$ cat config.mk
export PLATFORM = sky130hd
export DESIGN_NAME = uart_tx_arbiter
export DESIGN_NICKNAME = d
export VERILOG_FILES = /design/src/rtl/uart_pkg.sv /design/src/rtl/rr_picker.sv /design/src/rtl/uart_tx_arbiter.sv
export SDC_FILE = /design/constraint.sdc
export NUM_CORES = 1
export LEC_CHECK = 0
export CAP_MARGIN = 0
export CORE_AREA = 3 3 57 59
export CTS_CLUSTER_SIZE = 14
export DETAILED_ROUTE_END_ITERATION = 8
export DIE_AREA = 0 0 60 62
export DONT_BUFFER_PORTS = 1
export GPL_ROUTABILITY_DRIVEN = 0
export PLACE_DENSITY = 0.55
export SYNTH_ARGS = -nofsm -noshare
export SYNTH_HDL_FRONTEND = slang
export SYNTH_SLANG_ARGS = --single-unit
$ cat constraint.sdc
create_clock -name sys_clk -period 1.9 [get_ports sys_clk]
set_input_delay 0.285 -clock sys_clk [delete_from_list [all_inputs] [get_ports sys_clk]]
set_output_delay 0.285 -clock sys_clk [all_outputs]
set_load 0.02 [all_outputs]
$ cat src/rtl/uart_pkg.sv
// uart_pkg: shared definitions for the UART transmit arbiter.
//   state_t        - arbiter FSM state encoding
//   DEF_N_REQ      - default number of requesters
//   DEF_GAP_CYCLES - default idle cycles forced between frames
//   clog2_min1()   - ceil(log2(v)), never below 1, so that degenerate
//                    parameter values still give a legal vector width
package uart_pkg;

   typedef enum logic [1:0] {
      ST_IDLE      = 2'd0,
      ST_LAUNCH    = 2'd1,
      ST_WAIT_DONE = 2'd2,
      ST_GAP       = 2'd3
   } state_t;

   localparam int DEF_N_REQ      = 4;
   localparam int DEF_GAP_CYCLES = 16;

   function automatic int clog2_min1(input int v);
      return (v > 1) ? $clog2(v) : 1;
   endfunction

endpackage

$ cat src/rtl/rr_picker.sv
// rr_picker: combinational round-robin selector.
//   req        in  N_REQ  request vector
//   last_grant in  IW     index granted most recently
//   valid      out 1      at least one request is pending
//   index      out IW     first requester at or after last_grant+1 (mod N_REQ)
module rr_picker
   import uart_pkg::*;
#(
   parameter int N_REQ = DEF_N_REQ,
   localparam int IW   = clog2_min1(N_REQ)
) (
   input  logic [N_REQ-1:0] req,
   input  logic [IW-1:0]    last_grant,
   output logic             valid,
   output logic [IW-1:0]    index
);

   logic [IW-1:0] cand;

   // Walk the candidates from the furthest offset down to the nearest one,
   // so the last hit written is the one closest after last_grant.
   always_comb begin
      valid = 1'b0;
      index = '0;
      cand  = '0;
      for (int k = N_REQ; k >= 1; k--) begin
         cand = IW'((int'(last_grant) + k) % N_REQ);
         if (req[cand]) begin
            valid = 1'b1;
            index = cand;
         end
      end
   end

endmodule

$ cat src/rtl/uart_tx_arbiter.sv
// uart_tx_arbiter: shares one UART transmitter among N_REQ requesters.
//   sys_clk   in  1        clock, rising edge
//   reset     in  1        asynchronous, active-high
//   req       in  N_REQ    level request per requester, held until ack
//   req_data  in  8*N_REQ  byte of requester i at [8i+7:8i]
//   ack       out N_REQ    one-cycle pulse: byte of requester i captured
//   tx_start  out 1        one-cycle pulse: tx_data is valid
//   tx_data   out 8        captured byte, stable until the next capture
//   tx_done   in  1        end-of-frame pulse from the transmitter
//   grant_id  out IW       requester owning the transmitter
//   active    out 1        high in every state except IDLE
// All outputs are registered.
module uart_tx_arbiter
   import uart_pkg::*;
#(
   parameter int N_REQ      = DEF_N_REQ,
   parameter int GAP_CYCLES = DEF_GAP_CYCLES,
   localparam int IW        = clog2_min1(N_REQ),
   localparam int GW        = clog2_min1(GAP_CYCLES + 1)
) (
   input  logic               sys_clk,
   input  logic               reset,
   input  logic [N_REQ-1:0]   req,
   input  logic [8*N_REQ-1:0] req_data,
   output logic [N_REQ-1:0]   ack,
   output logic               tx_start,
   output logic [7:0]         tx_data,
   input  logic               tx_done,
   output logic [IW-1:0]      grant_id,
   output logic               active
);

   state_t           state, state_nxt;
   logic [IW-1:0]    last_grant;
   logic [GW-1:0]    gap_cnt;
   logic             pick_vld;
   logic [IW-1:0]    pick_idx;
   logic [N_REQ-1:0] ack_nxt;
   logic             tx_start_nxt;
   logic             active_nxt;
   logic             select;

   rr_picker #(.N_REQ(N_REQ)) u_pick (
      .req        (req),
      .last_grant (last_grant),
      .valid      (pick_vld),
      .index      (pick_idx)
   );

   assign select = (state == ST_IDLE) && pick_vld;

   always_ff @(posedge sys_clk or posedge reset) begin
      if (reset) state <= ST_IDLE;
      else       state <= state_nxt;
   end

   always_comb begin
      state_nxt = state;
      case (state)
         ST_IDLE:      if (pick_vld) state_nxt = ST_LAUNCH;
         ST_LAUNCH:    state_nxt = ST_WAIT_DONE;
         ST_WAIT_DONE: if (tx_done) state_nxt = (GAP_CYCLES > 0) ? ST_GAP : ST_IDLE;
         ST_GAP:       if (gap_cnt == '0) state_nxt = ST_IDLE;
         default:      state_nxt = ST_IDLE;
      endcase
   end

   // Pulses are computed one cycle early so they are registered and
   // coincide with the LAUNCH state.
   always_comb begin
      ack_nxt      = '0;
      tx_start_nxt = 1'b0;
      active_nxt   = (state_nxt != ST_IDLE);
      if (select) begin
         ack_nxt[pick_idx] = 1'b1;
         tx_start_nxt      = 1'b1;
      end
   end

   always_ff @(posedge sys_clk or posedge reset) begin
      if (reset) begin
         ack        <= '0;
         tx_start   <= 1'b0;
         tx_data    <= 8'h00;
         grant_id   <= '0;
         active     <= 1'b0;
         last_grant <= IW'(N_REQ - 1);
         gap_cnt    <= '0;
      end else begin
         ack      <= ack_nxt;
         tx_start <= tx_start_nxt;
         active   <= active_nxt;
         if (select) begin
            tx_data  <= req_data[8*pick_idx +: 8];
            grant_id <= pick_idx;
         end
         if (state == ST_LAUNCH) last_grant <= grant_id;
         // Loaded with GAP_CYCLES-1 so the exit on zero yields exactly
         // GAP_CYCLES cycles in GAP; it never decrements past zero.
         if (state == ST_WAIT_DONE && tx_done)
            gap_cnt <= GW'((GAP_CYCLES > 0) ? GAP_CYCLES - 1 : 0);
         else if (state == ST_GAP && gap_cnt != '0)
            gap_cnt <= gap_cnt - GW'(1);
      end
   end

endmodule
# Word level (Yosys, flattened, before mapping)
# Index checks and enable logic that the tools add are counted.
classes:
  addsub: 5
  mul: 0
  n_div: 0
  magnitude_cmp: 6
  n_eq_ne: 3
  n_shift: 1
  mux: 26
  bitwise_logic: 0
  n_reduce_logical: 9
op_table:
  columns: ["cell", "n"]
  rows:
  - ["variable part select 32 x 6 -> 8 bit", 1]
  - ["< comparator 2 x 3 -> 1 bit, second input constant", 5]
  - ["2-to-1 mux 2 bit", 7]
  - ["2-to-1 mux 1 bit", 10]
  - ["2-to-1 mux 5 bit", 2]
  - ["binary-select mux 1 bit (select 2 bit)", 4]
  - ["case mux 2 bit (4 select lines)", 1]
  - ["zero test 5 bit", 1]
  - ["nonzero test 5 bit", 1]
  - ["subtractor 5 x 1 -> 5 bit, second input constant", 1]
  - ["adder 2 x 1 -> 2 bit, second input constant", 2]
  - ["adder 2 bit, second input constant", 2]
  - ["== test 2 bit, second input constant", 2]
  - ["logical AND 1 bit", 4]
  - ["2-to-1 mux 4 bit", 1]
  - ["nonzero test 2 bit", 2]
  - ["demux 1 bit (select 2 bit)", 1]
  - ["== test 2 x 1 -> 1 bit, second input constant", 1]
  - ["greater-or-equal comparator 2 x 1 -> 1 bit, second input constant", 1]
  - ["zero test 2 bit", 1]
word_totals:
  reg_bits: 25
  latchBits: 0
  mem_bits_rw: 0
  romBits: 0
  out_inout_bits: 16
  wordCells: 58
  mem_count: 0

# Longest topological paths before layout
# Gate-level depths: netlist of the first run.
logic_depth:
  ltp_word: 12
  mapped_depth: 6
  ltp_nobuf: 6

# Hierarchy
# From an unflattened synthesis of the first run, not the netlist that was laid out.
hier_totals:
  cells_unflattened: 131
  area_unflattened_um2: 1345.0
by_module_without_submodules:
  columns: ["module", "instances", "cells_per_inst", "area_each_um2"]
  rows:
  - ["uart_tx_arbiter", 1, 117, 1253.7]
  - ["rr_picker", 1, 14, 91.3]

# Worst setup path after synthesis of the first run
# OpenSTA, ideal clock, no wires.
synth_timing:
  path_type: "reg2reg"
  start: "register last_grant[1]"
  end: "register tx_data[3]"
  setup_time_ns: 0.139
  t_arrival_ns: 1.421
  t_required_ns: 1.761
  slack_ns: 0.340
  path_stages_with_launch: 7
  synth_period_minus_slack_ns: 1.560
  cell_sequence: "dfstp_2 -> nand3b_1 -> a31oi_1 -> buf_6 -> buf_12 -> mux2i_1 -> o221ai_1"
synth_between:
  elab_chain_cells: 8
synth_lines:
  columns: ["element", "line", "rtl"]
  rows:
  - ["start: declaration", "uart_tx_arbiter.sv:34", "logic [IW-1:0] last_grant;"]
  - ["start signal: assignment", "uart_tx_arbiter.sv:87", "last_grant <= IW'(N_REQ - 1);"]
  - ["start signal: assignment", "uart_tx_arbiter.sv:97", "if (state == ST_LAUNCH) last_grant <= grant_id;"]
  - ["adder 2 x 1 -> 2 bit", "rr_picker.sv:27", "cand = IW'((int'(last_grant) + k) % N_REQ);"]
  - ["binary-select mux 1 bit (select 2 bit)", "rr_picker.sv:28", "if (req[cand]) begin"]
  - ["2-to-1 mux 1 bit (implied by the code)", "rr_picker.sv:28", null]
  - ["2-to-1 mux 2 bit or 2-to-1 mux 1 bit (tied branches) (4 in a row)", "rr_picker.sv:28", null]
  - ["variable part select 32 x 6 -> 8 bit or logical AND 1 bit (tied branches)", "uart_tx_arbiter.sv:94, uart_tx_arbiter.sv:50", null]
  - ["end signal: assignment", "uart_tx_arbiter.sv:94", "tx_data <= req_data[8*pick_idx +: 8];"]
  - ["end: declaration", "uart_tx_arbiter.sv:27", "output logic [7:0] tx_data,"]
# Parallel ways exist; a longest one is shown, timed or not. The select of a mux whose other input is x is not followed.
# A chain may end at the register's enable or synchronous reset.

# Worst setup path in the final report of the first run
layout_timing:
  start: "register last_grant[1]"
  end: "register tx_data[5]"
# The elaborated chain is that of the path after synthesis.

==> flow_summary_export.csv, run 1 <==
group,metric,value,unit
outcome,status,"completed",
synthesis,synth-xor-area-share,0.0209,
routing,wl_per_cell,16.2,µm
min_path,worstHoldPathCells,2,
synthesis,syn_nets,155,
timing,worst_pin_slew,0.503,ns
setup_path,path_cells,"mux2i_1 > a2bb2oi_2 > a21o_1 > o221ai_1",
setup_path,critPathTopFamily,"compound AO/OA/AOI/OAI gates",
cts,cts_setup_buffers,0,
synthesis,ys_seq_area_frac,0.500,
synthesis,synth_top_family_by_area,"multiplexers",
global_routing,grt_max_degree,20,
placed_design,place_ws,0.140,ns
floorplan,die_area,0.00372,mm²
synthesis,async_flop_share,1.00,
routing,wl,2.42,mm
floorplan,start_util,0.456,
synthesis,synthAdderAreaFrac,0.00995,
min_path,hp-start,"req_data[9]",
cells_and_area,nNetsFinal,160,
setup_path,path_buf_inv,0,
cts,tritoncts,"yes",
synthesis,ys_top_cells_by_area,"dfrtp_1 46%, mux2i_1 14%, o221ai_1 5.6%",
synthesis,yosys_warnings,0,
timing,min_period_over_period,0.891,
routing,vias,876,
timing,post-route-min-period,1.69,ns
synthesis,syn_area,0.00126,mm²
routing,drtIter0Drc,14,
cts,clk_pin_slew,0.14,ns
timing,hold_ws,0.190,ns
power_and_ir_drop,p_per_area,1430,mW/mm²
timing,setup_viol,0,
placed_design,dp_hpwl,1.87,mm
setup_path,rr_startpoint,"last_grant[1]",
global_routing,grt.overflow.total,0,
cts,cts_buffers,3,
cells_and_area,areaGrowthSynthToFinish,6.77,%
cts,clkSinkCount,25,
floorplan,io_pins,55,
setup_path,crit_path_start,"last_grant[1]",
synthesis,syn_inst,115,
cells_and_area,drive_gt1_frac,0.126,
power_and_ir_drop,leakagePower,0.617,nW
floorplan,num_rows,19,
setup_path,slowest_delay,0.62,ns
timing,relSlewSlack,0.664,
synthesis,synth_cell_types,33,
timing,rsz0062_at_grt,"no",
routing,vias_per_cell,5.84,
synthesis,synth-edff-count,0,
power_and_ir_drop,vdd_drop_max,0.732,mV
floorplan,die_w,60,µm
synthesis,synth_flop_cell,"dfrtp_1",
timing,skew,0.00550,ns
cells_and_area,multi_input_area,584,µm²
cells_and_area,nFillCells,261,
placed_design,dpl_cell_area,0.00130,mm²
timing,timing.final.ws_setup,0.206,ns
floorplan,die-height,62,µm
setup_path,slowest_stage,"dfstp_2",
cells_and_area,regArea,628,µm²
cts,cts_root_buf,"clkbuf_4",
setup_path,arrival,1.89,ns
synthesis,synthSimpleGateAreaFrac,0.145,
routing,drcViolationCount,0,
synthesis,netlist_top_cells_count,"23 x dfrtp_1, 17 x mux2i_1, 17 x nand2_1",
setup_path,cp_max_fo,8,
setup_path,cp.depth,4,
routing,antenna_left,0,
routing,dr.pass1.iters,4,
cts,h-tree-depth,1,
min_path,hold_path_class,"input port to flip-flop",
synthesis,yosys_register_bits,25,
timing,slew_violations,0,
placed_design,io_buffers,0,
flow_run,drv_cap,0,
cells_and_area,n_antenna_cell,0,
timing,timing.fmax,0.590,GHz
cts,worstSkewPairLatency,0.31,ns
floorplan,core-area,0.00276,mm²
global_routing,grt_pass1_wl,3.65,mm
cells_and_area,fin_area,0.00134,mm²
cts,cts_buffer_depth,2,
synthesis,synth.top_cell.area_share,0.458,
power_and_ir_drop,power,0.00192,W
synthesis,syn-mean-instance-area,10.9,µm²
setup_path,critPathCaptureType,"flip-flop",
global_routing,grt_pass1_vias,784,
global_routing,antenna_found_initial,0,
synthesis,synth_mux_area_frac,0.153,
synthesis,synth.most_common_cell,"dfrtp_1",
setup_path,startpoint_type,"flip-flop",
setup_path,critPathKind,"flip-flop to flip-flop",
timing,hold_viol_final,0,
synthesis,yosysTopAreaCell,"dfrtp_1",
setup_path,critical_path_required,2.09,ns
synthesis,synth_compound_area_frac,0.125,
global_routing,grtUsageTotal,0.133,
timing,fin_tns_setup,0,ns
setup_path,reg2regPathDepth,4,
## power by group
group,switching [W],internal (W)
sequential,0.000309,0.000730
clock,0.000159,0.0000787
combinational,0.000310,0.000332
## layout by cell type, fill, tap and decap left out, types with 2 or more instances in the layout
master / instances
inv_1: 5
nand3_1: 3
nor2_1: 8
o221ai_1: 8
dfrtp_1: 23
mux2_2: 2
nand4_1: 2
dfstp_2: 2
buf_4: 2
o211ai_1: 2
nand2_1: 17
xor2_1: 2
nor3_1: 3
clkbuf_4: 3
mux2i_1: 17
## layout make-up
cell class,count,area share
clock buffers,3,0.0168
clock inverters,1,0.00373
inverters,5,0.0140
multi-input cells,81,0.435
flip-flops and latches,25,0.468
well taps,31,0.0289
repair buffers,4,0.0336
## cells by family (layout without fill, tap and decap cells)
group | Yosys count | in the layout
xor gates and xnor gates | 3 | 3
buffers and inverters | 9 | 13
DFF | 25 | 25
muxes | 19 | 19
and+or+nand+nor | 39 | 39
AOI/OAI and AO/OA | 19 | 19
adders and majority gates | 1 | 1
## registers in the layout, summed over array words and instances (netlist names)
signal	count
tx_data	8
gap_cnt	5
ack	4
grant_id	2
last_grant	2
state	2
active	1
tx_start	1
## metal layers
| layer | wire length (µm) | global-route usage | up-vias |
|---|---|---|---|
| li1 | - | - | 425 |
| met1 | 1070 | 0.180 | 413 |
| met2 | 1120 | 0.196 | 36 |
| met3 | 211 | 0.0434 | 2 |
| met4 | 17 | 0.0570 | 0 |
| met5 | 0 | 0 | - |
## path summary, 6_finish.rpt
kind / end / slack [ns]
worst min register to register: gap_cnt[4] / 0.52
worst max-delay path: tx_data[5] / 0.21
worst max register to register: tx_data[5] / 0.21
worst min-delay path: tx_data[1] / 0.19
max in group asynchronous: ack[0] / 0.93
min in group asynchronous: gap_cnt[0] / 0.41
## repair_timing
item	4_1_cts	5_1_grt
hold buffers	1	0
setup endpoints to repair	0	3
resized for setup	0	1
hold endpoints to repair	10	0
## stage by stage
stage	utilization	cells
floorplan	-	115
global placement	0.471	145
detailed placement	0.471	145
CTS	0.485	150
global route	0.487	150
finish	0.487	150
No activity file was read; power rests on OpenSTA's default activity.
==> run 2: changes to the inputs <==
--- a/config.mk
+++ b/config.mk
@@ -7,12 +7,15 @@
 export LEC_CHECK = 0
 export CAP_MARGIN = 0
 export CORE_AREA = 3 3 57 59
+export CTS_BUF_LIST = sky130_fd_sc_hd__clkbuf_2 sky130_fd_sc_hd__clkbuf_4 sky130_fd_sc_hd__clkbuf_8
+export CTS_CLUSTER_DIAMETER = 150
 export CTS_CLUSTER_SIZE = 14
 export DETAILED_ROUTE_END_ITERATION = 8
 export DIE_AREA = 0 0 60 62
 export DONT_BUFFER_PORTS = 1
 export GPL_ROUTABILITY_DRIVEN = 0
 export PLACE_DENSITY = 0.55
+export SETUP_SLACK_MARGIN = 0.3
 export SYNTH_ARGS = -nofsm -noshare
 export SYNTH_HDL_FRONTEND = slang
 export SYNTH_SLANG_ARGS = --single-unit
==> run 2 against run 1 <==
Total power rose by 17%. Clock-buffer cell count did not move. Non-clock buffer count rose by 7. Die area did not move. Critical path depth rose by 1. Critical path type unchanged. Largest power group unchanged.
==> flow_summary_export.csv, run 2 (synthesized netlist as in run 1, its figures left out) <==
group,metric,value,unit
floorplan,die-height,62,µm
setup_path,startpoint_type,"flip-flop",
cts,worstSkewPairLatency,0.32,ns
cts,clk_pin_slew,0.15,ns
setup_path,cp_max_fo,9,
setup_path,critical_path_required,2.10,ns
floorplan,core-area,0.00276,mm²
cells_and_area,drive_gt1_frac,0.294,
cells_and_area,regMostFlops,"tx_data",
cts,tritoncts,"yes",
cells_and_area,largest_reg_flops,8,
timing,post-route-min-period,1.66,ns
power_and_ir_drop,p_per_area,1470,mW/mm²
timing,slew_violations,0,
timing,rsz0062_at_grt,"yes",
floorplan,start_util,0.456,
routing,drtIter0Drc,23,
outcome,status,"completed",
timing,setup_viol,0,
setup_path,critPathKind,"flip-flop to flip-flop",
routing,wl_per_cell,18.1,µm
timing,fin_tns_setup,0,ns
global_routing,grt_pass1_vias,860,
floorplan,io_pins,55,
floorplan,die_area,0.00372,mm²
routing,vias,931,
cells_and_area,areaGrowthSynthToFinish,21.4,%
routing,vias_per_cell,5.93,
cells_and_area,final_cell_mix,"23 x dfrtp_1, 16 x nand2_1, 15 x mux2i_1",
cts,cts_root_buf,"clkbuf_4",
routing,antenna_left,0,
power_and_ir_drop,leakagePower,0.683,nW
global_routing,grt_pass1_wl,3.94,mm
global_routing,antenna_found_initial,0,
routing,dr.pass1.iters,4,
placed_design,post-place-cells,145,
min_path,hold_path_class,"input port to flip-flop",
global_routing,grtUsageTotal,0.144,
cts,cts_buffers,3,
cells_and_area,post-route-util,0.554,
timing,worst_pin_slew,0.507,ns
setup_path,critPathCaptureType,"flip-flop",
timing,hold_viol_final,0,
global_routing,grt.overflow.total,0,
cells_and_area,nNetsFinal,167,
flow_run,drv_cap,0,
timing,timing.fmax,0.603,GHz
placed_design,dp_hpwl,1.87,mm
timing,min_period_over_period,0.873,
floorplan,die_w,60,µm
setup_path,arrival,1.86,ns
routing,wl,2.84,mm
cts,clkSinkCount,25,
cells_and_area,reg_top3,"tx_data x8, gap_cnt x5, ack x4",
floorplan,num_rows,19,
cts,cts_buffer_depth,2,
placed_design,io_buffers,0,
timing,relSlewSlack,0.662,
cts,h-tree-depth,1,
routing,drcViolationCount,0,
cells_and_area,final_cell_count_no_fill,157,
global_routing,grt_max_degree,18,
cells_and_area,n_antenna_cell,0,
timing,skew,0.00629,ns
cells_and_area,layout_commonest_cell,"dfrtp_1",
power_and_ir_drop,vdd_drop_max,0.800,mV
## run 2: cell types whose count changed in the layout (fill, tap and decap cells not counted), moves of 2 or more
cell	delta
mux2i_1	-2
inv_1	-3
nand3_4	+2
inv_2	+3
mux2i_2	+2
buf_4	+5
## run 2: routing by layer
layer,share of wire,global-route usage,up-vias,wire length (µm)
met3,0.075,0.0455,4,214
met2,0.47,0.227,40,1340
li1,-,-,442,-
met5,0,0,-,0
met1,0.44,0.181,445,1240
met4,0.014,0.0665,0,41
## run 2: final timing paths
check,startpoint,endpoint,slack (ns),depth (start not counted)
worst max-delay path,last_grant[1],tx_data[0],0.24,5
worst min-delay path,req_data[9],tx_data[1],0.19,2
worst max register to register,last_grant[1],tx_data[0],0.24,5
worst min register to register,gap_cnt[4],gap_cnt[4],0.52,1
max in group asynchronous,reset,ack[0],0.93,3
min in group asynchronous,reset,gap_cnt[0],0.40,2
## run 2: layout make-up
type / instances / area [µm²]
Clock buffer: 3 / 22.5
Clock inverter: 1 / 5.00
Fill cell: 253 / 1230
Inverter: 5 / 18.8
Multi-Input combinational cell: 81 / 691
Sequential cell: 25 / 628
Tap cell: 31 / 38.8
Timing Repair Buffer: 11 / 123
## run 2: where the power goes
part | switching (W) | leakage (nW) | total [W] | internal, W
clock | 0.000166 | 0.0177 | 0.000244 | 0.0000788
sequential | 0.000325 | 0.296 | 0.00106 | 0.000730
combinational | 0.000422 | 0.369 | 0.000950 | 0.000529
## run 2: timing repair
action                                 4_1_cts  5_1_grt
setup endpoints to repair                   13       18
resized for setup                            9       17
cloned                                       0        1
pin swaps                                    3        4
endpoints found under the hold margin       10        0
hold buffers                                 1        0
setup buffers                                5        1
## run 2: critical path, stage by stage, from the launching register on
cell and delay (ns):
dfstp_2 0.62, nand3b_1 0.14, a31oi_4 0.24, buf_12 0.18
mux2i_1 0.20, o221ai_1 0.15
## run 2: metrics by stage
step | worst slack (ns) | hold WS [ns] | instance area [µm²] | total power, W
6_report | 0.240 | 0.190 | 1530 | 0.00225
5_1_grt | 0.138 | 0.185 | 1530 | 0.00240
4_1_cts | 0.265 | 0.186 | 1420 | 0.00206
3_5_place_dp | 0.140 | 0.231 | 1300 | 0.00169
3_3_place_gp | 0.213 | 0.226 | 1300 | 0.00167
2_1_floorplan | 0.340 | 0.311 | 1260 | 0.00156
